### config.mk
export PLATFORM = sky130hd
export DESIGN_NAME = mem_port_arbiter
export DESIGN_NICKNAME = d
export VERILOG_FILES = /design/src/rtl/mem_port_arbiter.sv
export SDC_FILE = /design/constraint.sdc
export NUM_CORES = 1
export LEC_CHECK = 0
export BUFFER_PORTS_ARGS = -buffer_cell sky130_fd_sc_hd__buf_2
export CORE_AREA = 2 2 445 447
export DETAILED_ROUTE_END_ITERATION = 16
export DIE_AREA = 0 0 447 449
export HOLD_SLACK_MARGIN = 0.02
export PLACE_DENSITY = 0.3
export SYNTH_ARGS = -nofsm -noshare
export SYNTH_HDL_FRONTEND = slang
export SYNTH_SLANG_ARGS = --single-unit
### constraint.sdc
create_clock -name clk_i -period 15.35 [get_ports clk_i]
set_input_delay 0 -clock clk_i [delete_from_list [all_inputs] [get_ports clk_i]]
set_output_delay 0 -clock clk_i [all_outputs]
set_load 0.05 [all_outputs]
### src/rtl/mem_port_arbiter.sv
// Arbitrates the single off-chip memory port between I-side refills and D-side refills/write-backs.
// One transaction at a time, D-side has fixed priority, and a watchdog turns a hung access into a sticky error.
module mem_port_arbiter #(
    parameter int ADDR_W  = 32,
    parameter int LINE_W  = 256,
    parameter int TIMEOUT = 64
) (
    input  logic              clk_i,
    input  logic              rst_i,
    input  logic              i_req_i,
    input  logic [ADDR_W-1:0] i_addr_i,
    output logic              i_ack_o,
    input  logic              d_req_i,
    input  logic              d_write_i,
    input  logic [ADDR_W-1:0] d_addr_i,
    input  logic [LINE_W-1:0] d_wdata_i,
    output logic              d_ack_o,
    output logic [LINE_W-1:0] rdata_o,
    output logic              mem_enable_o,
    output logic              mem_write_o,
    output logic [ADDR_W-1:0] mem_addr_o,
    output logic [LINE_W-1:0] mem_wdata_o,
    input  logic              mem_ack_i,
    input  logic [LINE_W-1:0] mem_rdata_i,
    output logic              stall_o,
    output logic              err_o
);

    localparam int CNT_W = $clog2(TIMEOUT + 1);

    typedef enum logic [1:0] {IDLE, BUSY, RESP} state_e;

    state_e            state_q, state_d;
    logic              own_d_q, own_d_d;   // 1: transaction belongs to the D-side
    logic              mem_enable_q, mem_enable_d;
    logic              mem_write_q, mem_write_d;
    logic [ADDR_W-1:0] mem_addr_q, mem_addr_d;
    logic [LINE_W-1:0] mem_wdata_q, mem_wdata_d;
    logic [LINE_W-1:0] rdata_q, rdata_d;
    logic              err_q, err_d;
    logic [CNT_W-1:0]  wdog_q, wdog_d;
    logic              timeout;

    // wdog_q counts completed BUSY cycles, so this fires in the TIMEOUT-th BUSY cycle
    assign timeout = (wdog_q == CNT_W'(TIMEOUT - 1));

    always_ff @(posedge clk_i or posedge rst_i) begin
        if (rst_i) begin
            state_q      <= IDLE;
            own_d_q      <= 1'b0;
            mem_enable_q <= 1'b0;
            mem_write_q  <= 1'b0;
            mem_addr_q   <= '0;
            mem_wdata_q  <= '0;
            rdata_q      <= '0;
            err_q        <= 1'b0;
            wdog_q       <= '0;
        end else begin
            state_q      <= state_d;
            own_d_q      <= own_d_d;
            mem_enable_q <= mem_enable_d;
            mem_write_q  <= mem_write_d;
            mem_addr_q   <= mem_addr_d;
            mem_wdata_q  <= mem_wdata_d;
            rdata_q      <= rdata_d;
            err_q        <= err_d;
            wdog_q       <= wdog_d;
        end
    end

    always_comb begin
        state_d = state_q;
        case (state_q)
            IDLE:    if (d_req_i || i_req_i) state_d = BUSY;
            BUSY:    if (mem_ack_i || timeout) state_d = RESP;
            RESP:    state_d = IDLE;
            default: state_d = IDLE;
        endcase
    end

    always_comb begin
        own_d_d      = own_d_q;
        mem_enable_d = mem_enable_q;
        mem_write_d  = mem_write_q;
        mem_addr_d   = mem_addr_q;
        mem_wdata_d  = mem_wdata_q;
        rdata_d      = rdata_q;
        err_d        = err_q;
        wdog_d       = '0;
        case (state_q)
            IDLE: begin
                if (d_req_i) begin
                    own_d_d      = 1'b1;
                    mem_enable_d = 1'b1;
                    mem_write_d  = d_write_i;
                    mem_addr_d   = d_addr_i;
                    mem_wdata_d  = d_wdata_i;
                end else if (i_req_i) begin
                    own_d_d      = 1'b0;
                    mem_enable_d = 1'b1;
                    mem_write_d  = 1'b0;
                    mem_addr_d   = i_addr_i;
                    mem_wdata_d  = '0;
                end
            end
            BUSY: begin
                wdog_d = wdog_q + CNT_W'(1);
                // a completion in the timeout cycle still counts as a normal completion
                if (mem_ack_i) begin
                    rdata_d      = mem_write_q ? '0 : mem_rdata_i;
                    mem_enable_d = 1'b0;
                    mem_write_d  = 1'b0;
                end else if (timeout) begin
                    rdata_d      = '0;
                    err_d        = 1'b1;
                    mem_enable_d = 1'b0;
                    mem_write_d  = 1'b0;
                end
            end
            default: ;
        endcase
    end

    assign i_ack_o      = (state_q == RESP) && !own_d_q;
    assign d_ack_o      = (state_q == RESP) &&  own_d_q;
    assign rdata_o      = rdata_q;
    assign mem_enable_o = mem_enable_q;
    assign mem_write_o  = mem_write_q;
    assign mem_addr_o   = mem_addr_q;
    assign mem_wdata_o  = mem_wdata_q;
    assign err_o        = err_q;
    assign stall_o      = (i_req_i && !i_ack_o) || (d_req_i && !d_ack_o);

endmodule

Word level (Yosys, flattened, before mapping)
Cells that the tools add are included.

$add $sub $neg: 1. Equality and inequality tests: 7. Multiplexer cells: 20. Bitwise operators: 1. Reduce and logical (&&, ||, !) cells: 19.

Operators with widths (number): two-way mux 256 bit (5); two-way mux 32 bit (2); adder 7 x 1 -> 7 bit, second input constant (1); equality test 7 x 6 -> 1 bit, second input constant (1); two-way mux 1 bit (7); two-way mux 7 bit (1); inequality test 3 bit, second input constant (2); AND reduction 2 bit (3); AND reduction 3 bit (2); nonzero test 2 bit (3); logical AND 1 bit (4); two-way mux 2 bit (2); inequality test 2 bit, second input constant (2); one-hot mux 1 bit (2 select lines) (2); one-hot mux 2 bit (2 select lines) (1); logical NOT 1 bit (3); logical OR 1 bit (3); equality test 2 x 1 -> 1 bit, second input constant (1); equality test 2 bit, second input constant (1); logical NOT 2 bit (1); inverter 1 bit (1).

Bits in registers: 557. Input port bits: 582. Output and inout port bits: 550. Logic and storage cells: 57.

Depth between registers and ports, before layout
Depth in word-level cells: 5. Gate-level depth with buffers: 7. Depth with buffers taken out: 5.

Worst setup path before layout
No wires, ideal clock.

Kind: register -> output. Start point: register state_q[0]. End point: output stall_o. Arrival: 2.317 ns. Data required time: 15.350 ns. Path slack: 13.033 ns. Cell stages (with the launch flop): 3. Path buffers: 0. Cell sequence: dfrtp_1 > nor3b_1 > o22ai_1.

Longest elaborated chain between the ends: 5. Elaborated cells between the ends (all ways): 8. Classes of those cells: 1 x eq/ne; 7 x reduce/logical.

Ends and longest elaborated chain: start: declaration (line 33) `state_e state_q, state_d;`; start signal: assignment (line 59) `state_q <= state_d;`; equality test 2 bit (line 124) `assign i_ack_o = (state_q == RESP) && !own_d_q;`; logical AND 1 bit (line 124); named net i_ack_o (line 12) `output logic i_ack_o,`; logical NOT 1 bit (line 132) `assign stall_o = (i_req_i && !i_ack_o) || (d_req_i && !d_ack_o);`; logical AND 1 bit (line 132); logical OR 1 bit (line 132); end: declaration (line 25) `output logic stall_o,`.

The timed path passes the listed nets, and every way through them passes these cells.

Final worst setup path
Start point: register wdog_q[0]. End point: register rdata_q[94], in the netlist rdata_o[94].

Longest elaborated chain between the ends: 3.

Ends and longest elaborated chain: start: declaration (line 41) `logic [CNT_W-1:0] wdog_q, wdog_d;`; start signal: assignment (line 67) `wdog_q <= wdog_d;`; equality test 7 x 6 -> 1 bit (line 45) `assign timeout = (wdog_q == CNT_W'(TIMEOUT - 1));`; nonzero test 2 bit (no source line); AND reduction 2 bit (no source line); end signal: assignment (line 65) `rdata_q <= rdata_d;`; end: declaration (line 39) `logic [LINE_W-1:0] rdata_q, rdata_d;`.

No other way between the ends. A chain may end at the register's enable or synchronous reset.

==> impl_metrics.csv <==
group,metric,value,unit
outcome,status,"complete, no violations",
critical_path,worstSetupEndpointType,"flop",
floorplan,rows,163,
critical_path,crit_required,15.97,ns
cts,cts_setup_buffers,0,
place,portBuffers,1131,
global_routing,grt_max_degree,156,
floorplan,num_io_pins,1132,
sta,worst_slack,11.60,ns
global_routing,antenna_found_initial,28,
floorplan,core,196000,sq um
power_and_ir_drop,total_power,9490,uW
logic_synthesis,synthArstFlopShare,1.00,
routing,wirelength,131000,um
cts,cts-root-buf,"clkbuf_16",
logic_synthesis,yosys.area.top_type,"dfrtp_1",
cts,clock_path_buffers,3,
final_layout,num-fill-cells,21600,
critical_path,cpLargestDelayFamily,"buffers and inverters",
global_routing,track_usage,0.127,
logic_synthesis,yosys.area.top_type_share,0.695,
critical_path,crit_path_start_kind,"flop",
critical_path,critPathMaxFanout,65,
floorplan,start_util,0.102,
power_and_ir_drop,p_leak,0.0196,uW
critical_path,path_cells,"ha_1, nand2_1, nor3_4, o21ai_4, buf_4, buf_4, buf_4, a22o_1",
logic_synthesis,ys_ff_latch,557,
critical_path,cp_slowest_cell,"buf_4",
logic_synthesis,syn_avg_cell_area,15.1,sq um
sta,finalMaxSlewViolations,0,
critical_path,cp_common_cell,"buf_4",
logic_synthesis,syn-num-nets,1914,
critical_path,critPathMaxStageDelay,0.70,ns
routing,wire_per_inst,21.7,um
sta,setup_violations,0,
final_layout,drive_gt1_frac,0.377,
logic_synthesis,synth_edf_count,0,
routing,postRouteAntennaNets,0,
floorplan,die_area,201000,sq um
cts,clk_pin_slew,0.06,ns
critical_path,crit_buf_inv,3,
logic_synthesis,synth_area_leaders,"dfrtp_1 70%, a22o_1 22%, buf_2 2.0%, mux2i_1 1.6%, buf_6 1.3%",
place,place_area,28500,sq um
logic_synthesis,syn-instance-count,1331,
cts,clock-sinks,557,
logic_synthesis,ys.flop_type,"dfrtp_1",
logic_synthesis,synth_area,20100,sq um
place,gp_congestion,0.840,
final_layout,nNetsFinal,3924,
final_layout,design_area,40100,sq um
logic_synthesis,seq_area_frac_synth,0.695,
global_routing,grt_pass1_wl,178000,um
cts,clock_latency,0.70,ns
worst_hold_path,hp-class,"in2reg",
routing,drtIter0Drc,1134,
floorplan,die_h,449,um
flow_run,cap_violations,0,
sta,period_minus_slack,3.75,ns
critical_path,arrival,4.38,ns
place,dp_hpwl,99000,um
logic_synthesis,yosysWarnings,0,
sta,fin_crit_sh,0.245,
sta,skew,0.0561,ns
final_layout,area_growth,100,%
sta,finalSetupTns,0,ns
logic_synthesis,synth_cell_types,34,
sta,slew_headroom,0.174,
sta,hold_viol_final,0,
cts,cts_tree,"yes",
cts,htreeDepth,3,
sta,rsz0062_at_grt,"no",
sta,worstMarginPinSlew,1.24,ns
routing,via_per_inst,3.35,
routing,vias,20300,
routing,drt-pass1-iter-count,5,
sta,fmax,266,MHz
cts,cts_buffers,78,
floorplan,die_width,447,um
power_and_ir_drop,powerDensity,237,nW/um^2
global_routing,grt_pass1_vias,21900,
routing,post-route-drc-count,0,
cts,cts_resized,0,
place,pre_cts_ws,11.45,ns
global_routing,grt-ovfl-total,0,
critical_path,critical_path_class,"reg2reg",
power_and_ir_drop,peakVddDrop,0.145,mV
-- cells in the mapped netlist (2+ instances only) --
master,number
mux2i_1,32
a21o_1,2
buf_2,82
nand2_1,35
a22o_1,512
nor2_1,9
nand3_1,2
xor2_1,2
o21ai_2,2
clkbuf_1,16
o21ai_1,29
o21ai_0,4
dfrtp_1,557
buf_4,2
buf_6,24
inv_1,2
inv_2,2
-- cells in the final DEF, fill, tap and decap left out, types with 3 or more instances in the layout --
| cell | netlist | final |
|---|---|---|
| dfrtp_1 | 557 | 557 |
| nand2_1 | 35 | 35 |
| clkbuf_16 | 0 | 78 |
| clkbuf_8 | 0 | 18 |
| dlygate4sd3_1 | 0 | 901 |
| nor2_1 | 9 | 8 |
| clkinv_16 | 0 | 3 |
| buf_12 | 0 | 3 |
| buf_2 | 82 | 1131 |
| clkbuf_1 | 16 | 19 |
| mux2i_1 | 32 | 32 |
| buf_4 | 2 | 19 |
| o21ai_0 | 4 | 4 |
| o21ai_1 | 29 | 29 |
| diode_2 | 0 | 10 |
| clkinv_2 | 0 | 11 |
| inv_6 | 0 | 3 |
| a22o_1 | 512 | 512 |
-- final timing paths --
| kind | cells after the start | end | slack [ns] | from |
|---|---|---|---|---|
| hold reg to reg | 2 | mem_addr_o[1] | 0.48 | mem_addr_o[1] |
| setup / recovery | 8 | rdata_o[94] | 11.60 | wdog_q[0] |
| hold / removal | 3 | mem_wdata_o[140] | 0.10 | d_wdata_i[140] |
| min in group asynchronous | 4 | rdata_o[213] | 0.53 | rst_i |
| max in group asynchronous | 7 | mem_wdata_o[220] | 12.05 | rst_i |
| setup reg to reg | 8 | rdata_o[94] | 11.60 | wdog_q[0] |
-- where the power goes --
| group | switching [uW] | leakage (uW) | total, uW | internal, uW |
|---|---|---|---|---|
| Clock | 790 | 0.00126 | 1860 | 1070 |
| Sequential | 470 | 0.00708 | 2610 | 2140 |
| Combinational | 3750 | 0.0112 | 5020 | 1270 |
| Total | 5010 | 0.0196 | 9490 | 4480 |
-- layout make-up --
cell class,count,area [sq um],share of cell area
Inverter,4,18.8,0.000468
Antenna cell,10,25.0,0.000624
Timing Repair Buffer,2054,14900,0.371
Clock inverter,24,293,0.00730
Multi-Input combinational cell,646,5370,0.134
Tap cell,2640,3300,0.0824
Sequential cell,557,13900,0.348
Clock buffer,115,2270,0.0566
-- registers in the layout (all words and copies together), names as in the netlist --
name / cells
mem_enable_o: 1
rdata_o: 256
wdog_q: 7
mem_addr_o: 32
err_o: 1
state_q: 2
mem_wdata_o: 256
mem_write_o: 1
own_d_q: 1
-- through the flow --
step / instances / hold WS [ns] / util
after global placement: 5000 / 0.152 / 0.145
after global routing: 6044 / 0.0441 / 0.204
after detailed placement: 5000 / 0.147 / 0.145
after CTS: 6040 / 0.0201 / 0.204
final: 6050 / 0.101 / 0.204
after floorplan: 1331 / 0.102 / -
-- worst register-to-register path: stages (launching register included) --
cell,delay (ns)
dfrtp_1,0.40
ha_1,0.25
nand2_1,0.14
nor3_4,0.07
o21ai_4,0.38
buf_4,0.71
buf_4,0.73
buf_4,0.72
a22o_1,0.33
-- what timing repair did --
item                       CTS  global route
hold buffers               901             0
setup endpoints to repair    0             0
hold endpoints to repair   599             0
-- metal layers --
layer / GRT usage / vias to the layer above / routed length [um]
li1: - / 9171 / -
met5: 0 / - / 0
met4: 0.0382 / 0 / 3520
met2: 0.217 / 710 / 65000
met1: 0.135 / 10200 / 47700
met3: 0.0636 / 172 / 14800
-- cells by family (layout without fill, tap and decap cells) --
kind of cell	count (synthesis)	after routing	share of synthesized area
flip-flops	557	557	0.695
AO/OA/AOI/OAI	555	555	0.236
XOR/XNOR	3	3	0.00131
multiplexers	32	32	0.0160
buffers and inverters	128	2197	0.0384
other	0	10	0
adder cells (fa/ha/maj)	1	1	0.000624
AND/OR/NAND/NOR	55	55	0.0127
No activity file was read; power rests on OpenSTA's default activity.
